File: src/rtl/lock_pkg.sv
// Shared types and constants for the combination-lock controller.
//   state_t      : controller states
//   DIGIT_RANGE  : keycodes below this value are digits
//   *_KEY_DEF    : default special keycodes
package lock_pkg;
  typedef enum logic [2:0] {IDLE, ENTRY, OPEN, LOCKOUT, PROG} state_t;

  localparam int DIGIT_RANGE   = 10;
  localparam int SET_KEY_DEF   = 13;
  localparam int ENTER_KEY_DEF = 14;
  localparam int CLEAR_KEY_DEF = 15;
endpackage

File: src/rtl/lock_timer.sv
// Loadable down-counter shared by the entry-timeout, open-window and
// lockout functions; only one of them runs at a time.
//   clk, rst : clock, async active-high reset
//   load     : load counter with value (wins over counting)
//   value    : reload value (cycles - 1)
//   expired  : counter has reached zero
module lock_timer #(
  parameter int W = 8
) (
  input  logic         clk,
  input  logic         rst,
  input  logic         load,
  input  logic [W-1:0] value,
  output logic         expired
);
  logic [W-1:0] cnt;

  always_ff @(posedge clk or posedge rst) begin
    if (rst)               cnt <= '0;
    else if (load)         cnt <= value;
    else if (cnt != '0)    cnt <= cnt - 1'b1;
  end

  assign expired = (cnt == '0);
endmodule

File: src/rtl/comb_lock_ctrl.sv
// Combination-lock controller: consumes newkey/keycode strobes from the
// keypad scanner and drives the unlock / lockout / error outputs.
// Optional feature macro: COMB_LOCK_CODE_CHANGE_EN enables SET-key code
// programming from the OPEN state (PROG state + code register).
//   clk5    : clock          reset   : async active-high reset
//   newkey  : key strobe     keycode : key value
//   open    : lock released  lockout : lockout in progress
//   err     : 1-cycle pulse per rejected ENTER
//   digits  : digits entered so far
module comb_lock_ctrl
  import lock_pkg::*;
#(
  parameter int          CODE_LEN       = 4,
  parameter int          KEY_W          = 5,
  parameter logic [31:0] DEFAULT_CODE   = 32'h0000_1234,
  parameter int          ENTER_KEY      = ENTER_KEY_DEF,
  parameter int          CLEAR_KEY      = CLEAR_KEY_DEF,
  parameter int          SET_KEY        = SET_KEY_DEF,
  parameter int          MAX_FAIL       = 3,
  parameter int          OPEN_CYCLES    = 25_000_000,
  parameter int          LOCKOUT_CYCLES = 50_000_000,
  parameter int          TIMEOUT_CYCLES = 50_000_000
) (
  input  logic                              clk5,
  input  logic                              reset,
  input  logic                              newkey,
  input  logic [KEY_W-1:0]                  keycode,
  output logic                              open,
  output logic                              lockout,
  output logic                              err,
  output logic [$clog2(CODE_LEN+1)-1:0]     digits
);
  localparam int DW   = $clog2(CODE_LEN+1);
  localparam int BW   = 4*CODE_LEN;
  localparam int FW   = (MAX_FAIL > 1) ? $clog2(MAX_FAIL+1) : 1;
  localparam int MAXA = (OPEN_CYCLES > LOCKOUT_CYCLES) ? OPEN_CYCLES : LOCKOUT_CYCLES;
  localparam int MAXC = (MAXA > TIMEOUT_CYCLES) ? MAXA : TIMEOUT_CYCLES;
  localparam int TW   = (MAXC > 1) ? $clog2(MAXC) : 1;

  state_t          state, nxt;
  logic [BW-1:0]   buffer;
  logic [BW-1:0]   code;
  logic            ovf;
  logic [FW-1:0]   fail_cnt;
  logic            expired, tmr_load;
  logic [TW-1:0]   tmr_val;
  logic            is_digit, is_enter, is_clear;
  logic            match, lock_hit, enter_ok, reject;

  assign is_digit = 32'(keycode) < DIGIT_RANGE;
  assign is_enter = 32'(keycode) == ENTER_KEY;
  assign is_clear = 32'(keycode) == CLEAR_KEY;

`ifdef COMB_LOCK_CODE_CHANGE_EN
  logic          is_set;
  logic [BW-1:0] code_q;
  assign is_set = 32'(keycode) == SET_KEY;
  assign code   = code_q;
`else
  assign code   = DEFAULT_CODE[BW-1:0];
`endif

  assign match    = (digits == DW'(CODE_LEN)) && !ovf && (buffer == code);
  assign lock_hit = (32'(fail_cnt) + 1) >= MAX_FAIL;

  // Next-state decode. A key strobe always takes priority over timer
  // expiry; the expiry is then seen one cycle later.
  always_comb begin
    nxt      = state;
    enter_ok = 1'b0;
    reject   = 1'b0;
    case (state)
      IDLE: if (newkey) begin
        if (is_digit) nxt = ENTRY;
        else if (is_enter) begin
          reject = 1'b1;
          nxt    = lock_hit ? LOCKOUT : IDLE;
        end
      end
      ENTRY: begin
        if (newkey) begin
          if (is_clear) nxt = IDLE;
          else if (is_enter) begin
            if (match) begin
              nxt      = OPEN;
              enter_ok = 1'b1;
            end else begin
              reject = 1'b1;
              nxt    = lock_hit ? LOCKOUT : IDLE;
            end
          end
        end else if (expired) nxt = IDLE;
      end
      OPEN: begin
        if (newkey) begin
          if (is_clear) nxt = IDLE;
`ifdef COMB_LOCK_CODE_CHANGE_EN
          else if (is_set) nxt = PROG;
`endif
        end else if (expired) nxt = IDLE;
      end
      LOCKOUT: if (!newkey && expired) nxt = IDLE;
`ifdef COMB_LOCK_CODE_CHANGE_EN
      PROG: begin
        if (newkey) begin
          if (is_clear || is_enter) nxt = IDLE;
        end else if (expired) nxt = IDLE;
      end
`endif
      default: nxt = IDLE;
    endcase
  end

  // Reload on every state change, and on each key while collecting digits
  // (any strobe counts as activity for the entry timeout).
  always_comb begin
    tmr_load = (nxt != state) || (newkey && (state == ENTRY || state == PROG));
    case (nxt)
      ENTRY:      tmr_val = TW'(TIMEOUT_CYCLES - 1);
      OPEN, PROG: tmr_val = TW'(OPEN_CYCLES - 1);
      LOCKOUT:    tmr_val = TW'(LOCKOUT_CYCLES - 1);
      default:    tmr_val = '0;
    endcase
  end

  lock_timer #(.W(TW)) u_timer (
    .clk     (clk5),
    .rst     (reset),
    .load    (tmr_load),
    .value   (tmr_val),
    .expired (expired)
  );

  always_ff @(posedge clk5 or posedge reset) begin
    if (reset) begin
      state    <= IDLE;
      open     <= 1'b0;
      lockout  <= 1'b0;
      err      <= 1'b0;
      digits   <= '0;
      buffer   <= '0;
      ovf      <= 1'b0;
      fail_cnt <= '0;
    end else begin
      state   <= nxt;
      open    <= (nxt == OPEN) || (nxt == PROG);
      lockout <= (nxt == LOCKOUT);
      err     <= reject;

      if (enter_ok)                                 fail_cnt <= '0;
      else if (reject)                              fail_cnt <= fail_cnt + 1'b1;
      else if (state == LOCKOUT && nxt == IDLE)     fail_cnt <= '0;

      // Buffer is only live while collecting digits; PROG reuses it for
      // the new code.
      if (nxt != ENTRY && nxt != PROG) begin
        buffer <= '0;
        digits <= '0;
        ovf    <= 1'b0;
      end else if (newkey && is_digit) begin
        if (digits < DW'(CODE_LEN)) begin
          buffer <= BW'({buffer, keycode[3:0]});
          digits <= digits + 1'b1;
        end else begin
          ovf <= 1'b1;
        end
      end
    end
  end

`ifdef COMB_LOCK_CODE_CHANGE_EN
  always_ff @(posedge clk5 or posedge reset) begin
    if (reset) code_q <= DEFAULT_CODE[BW-1:0];
    else if (state == PROG && newkey && is_enter &&
             digits == DW'(CODE_LEN) && !ovf)
      code_q <= buffer;
  end
`endif
endmodule

File: config.mk
export PLATFORM = sky130hd
export DESIGN_NAME = comb_lock_ctrl
export DESIGN_NICKNAME = d
export VERILOG_FILES = /design/src/rtl/lock_pkg.sv /design/src/rtl/lock_timer.sv /design/src/rtl/comb_lock_ctrl.sv
export SDC_FILE = /design/constraint.sdc
export NUM_CORES = 1
export LEC_CHECK = 0
export CAP_MARGIN = 15
export CELL_PAD_IN_SITES_DETAIL_PLACEMENT = 1
export CELL_PAD_IN_SITES_GLOBAL_PLACEMENT = 2
export CORE_MARGIN = 10
export CORE_UTILIZATION = 39
export DETAILED_ROUTE_END_ITERATION = 10
export PLACE_DENSITY_LB_ADDON = 0.1
export SLEW_MARGIN = 25
export SYNTH_ARGS = -nofsm -noshare
export SYNTH_HDL_FRONTEND = slang
export SYNTH_SLANG_ARGS = --single-unit
File: constraint.sdc
create_clock -name clk5 -period 2.8 [get_ports clk5]
set_input_delay 0.28 -clock clk5 [delete_from_list [all_inputs] [get_ports clk5]]
set_output_delay 0.28 -clock clk5 [all_outputs]
set_load 0.01 [all_outputs]
==> flow_summary.yaml <==
layout:
  layoutNonFillerInstCount: 405
  areaGrowthSynthToFinish_pct: 14.6
  postLayoutCellArea_um2: 3230
  layout_common_cells: "dfrtp_1, nor2_1, nand2_1"
  drive_gt1_frac: 0.110
  final_core_util: 0.468
  mostFrequentLayoutCell: "dfrtp_1"
  num-nets-final: 322
  fillers: 817
  antenna_cells: 0
grt:
  grt_usage: 0.124
  grt_max_degree: 51
  grt_use_met3: 0.0258
  grt_pass1_vias: 2208
  grt-busiest-layer: "met2"
  grt_pass1_wl_mm: 11.4
  gr-total-overflow: 0
  grt_use_met1: 0.181
  grtUsageMet2: 0.183
  antenna_found_initial: 0
worst_setup_path:
  worstPathArrival_ps: 2810
  cpMaxStageDelayCell: "or4_1"
  worst-setup-path-type: "register to register"
  required_ps: 2990
  cp_slowest_stage_delay_ps: 600
  cp.buffers_inverters: 1
  worst_setup_path_start_kind: "register"
  cp_num_cells: 8
  reg2reg_depth: 8
  path_max_fanout: 11
  path_cells: "or4_1 -> nor4_2 -> nand4b_1 -> a22oi_1 -> and4_1 -> a21o_1 -> buf_12 -> a21oi_1"
  critical_path.top_delay_family: "simple AND/OR/NAND/NOR gates"
  cp-end-kind: "register"
clock_network:
  cts-root-buf: "clkbuf_8"
  path_clk_slew_ps: 100
  h-tree-depth: 2
  cts_buffers: 5
  clk_path_buf_depth: 2
  holdBufCountCts: 0
  clk_latency_ps: 310
  clock-sinks: 54
  cts_tree: "yes"
flow_run:
  maxCapViolations: 0
floorplanning:
  die-width_um: 105
  initial_core_util: 0.409
  die_y_um: 105
  num_io_pins: 14
  core_um2: 6910
  num_rows: 30
  dieArea_um2: 11000
power:
  peakVddDrop_uv: 230
  finalPower_mw: 1.75
  power_frac_comb: 0.225
  power_density_nw_per_um2: 540
  clock_power_share: 0.252
  switching_share: 0.317
  seq_power_share: 0.523
  p_leak_nw: 1.37
  internal-power_mw: 1.19
  p_switching_uw: 554
outcome:
  status: "finished, final reports clean"
sta:
  period_share: 0.936
  max-slew-margin-rel: 0.654
  hold_viol: 0
  finalSetupTns_ps: 0
  setup_ws_ps: 179
  max_freq_mhz: 381
  rsz0062_at_grt: "false"
  fin_crit_ps: 2620
  report.final.slew_viol_count: 0
  finalSetupViolCount: 0
  tightest_slew_ps: 514
  fin_skew_ps: 8.18
  whs_ps: 164
synthesis:
  yosys-top-cells-area: "dfrtp_1, mux2i_1, xnor2_1"
  syn_avg_cell_area_um2: 9.90
  synthArstFlopShare: 1.00
  ys_types: 52
  ys_seq_area_frac: 0.479
  syn_inst: 285
  netlist.area_leader.share: 0.479
  synth_area_um2: 2820
  synth_warnings: 0
  synth_edf_count: 0
  synth-seq-cells: 54
  yosys.area.top_type: "dfrtp_1"
  synth_nets: 299
  yosys_most_used_dff: "dfrtp_1"
detailed_routing:
  viasPerCell: 5.22
  dr_total_vias: 2114
  dr.pass1.iters: 4
  avgRoutedWirePerCell_um: 16.3
  routed_wl_mm: 6.62
  detail_route.iter0.violations: 97
  drtAntennaViolNets: 0
  drc: 0
placement:
  place_area_um2: 3140
  dp.cells: 397
  pre_cts_ws_ps: 214
  io_buffers: 13
  dp_hpwl_mm: 4.93
  place_congestion: 0.810
hold_path:
  hp-class: "input pin to asynchronous set/reset pin"
-- cell type report --
class,count,area (um^2),share of cell area
multi-input combinational,208,1370,0.423
sequential,54,1350,0.418
timing repair buffer,27,260,0.0805
tap,96,120,0.0371
clock buffer,5,68.8,0.0213
inverter,12,45.0,0.0139
clock inverter,3,21.3,0.00658
-- power by group through the flow --
stage                     clock network [mW]  registers (mW)  logic (mW)
after detailed placement                   0           0.927       0.394
final                                  0.441           0.913       0.393
after global placement                     0           0.924       0.388
after global routing                   0.498           0.924       0.442
after floorplan                            0           0.906       0.285
after CTS                              0.462           0.911       0.398
-- worst paths after layout --
check                                        to  slack, ps      startpoint
worst max-delay path            u_timer.cnt[13]        180  u_timer.cnt[4]
worst min-delay path                   state[2]        160           reset
worst max register to register  u_timer.cnt[13]        180  u_timer.cnt[4]
worst min register to register              ovf        510             ovf
max in group asynchronous       u_timer.cnt[12]       2160           reset
min in group clk5                           ovf        510             ovf
-- registers in the layout (all words and copies together) (netlist names) --
| signal | flops |
|---|---|
| u_timer.cnt | 26 |
| open | 1 |
| err | 1 |
| state | 3 |
| ovf | 1 |
| digits | 3 |
| fail_cnt | 2 |
| lockout | 1 |
| buffer | 16 |
-- cells in the mapped netlist, types with 2 or more instances --
| cell type | n |
|---|---|
| o31ai_1 | 4 |
| nor2_1 | 37 |
| nor4_1 | 6 |
| a21oi_1 | 20 |
| mux2i_1 | 18 |
| nor2b_1 | 2 |
| and2_1 | 6 |
| o22ai_1 | 2 |
| nand2b_1 | 4 |
| nand4b_1 | 2 |
| o21ai_0 | 7 |
| xnor2_1 | 17 |
| clkbuf_1 | 7 |
| nor4b_1 | 3 |
| inv_1 | 11 |
| nor3_1 | 9 |
| or3_1 | 6 |
| nand4_1 | 2 |
| nor4bb_1 | 2 |
| buf_6 | 3 |
| or4_1 | 5 |
| xor2_1 | 4 |
| dfrtp_1 | 54 |
| ha_1 | 6 |
| nand2_1 | 21 |
-- worst reg2reg max path, delay by kind of cell (launching register included) --
family	cells	cell delay (ps)
AO/OA/AOI/OAI	3	490
buffers and inverters	1	140
flip-flops	1	440
AND/OR/NAND/NOR	4	1430
-- kinds of logic after synthesis --
kind of cell / share of synthesized area
AOI/OAI and AO/OA: 0.0993
buffers and inverters: 0.0390
muxes: 0.0639
adders and majority gates: 0.0266
DFF: 0.479
other: 0.00133
xor gates and xnor gates: 0.0652
and+or+nand+nor: 0.226
-- layer usage --
metal	vias up	wire length, um
met3	2	152
met5	-	0
li1	1038	-
met1	1056	3490
met2	18	2940
met4	0	33
-- what timing repair did --
| item | in CTS | in global routing |
|---|---|---|
| buffers inserted | 0 | 0 |
| endpoints found under the setup margin | 0 | 1 |
| hold endpoints to repair | 0 | 0 |
| resized for setup | 0 | 1 |
Power figures use the tool's default switching activity.
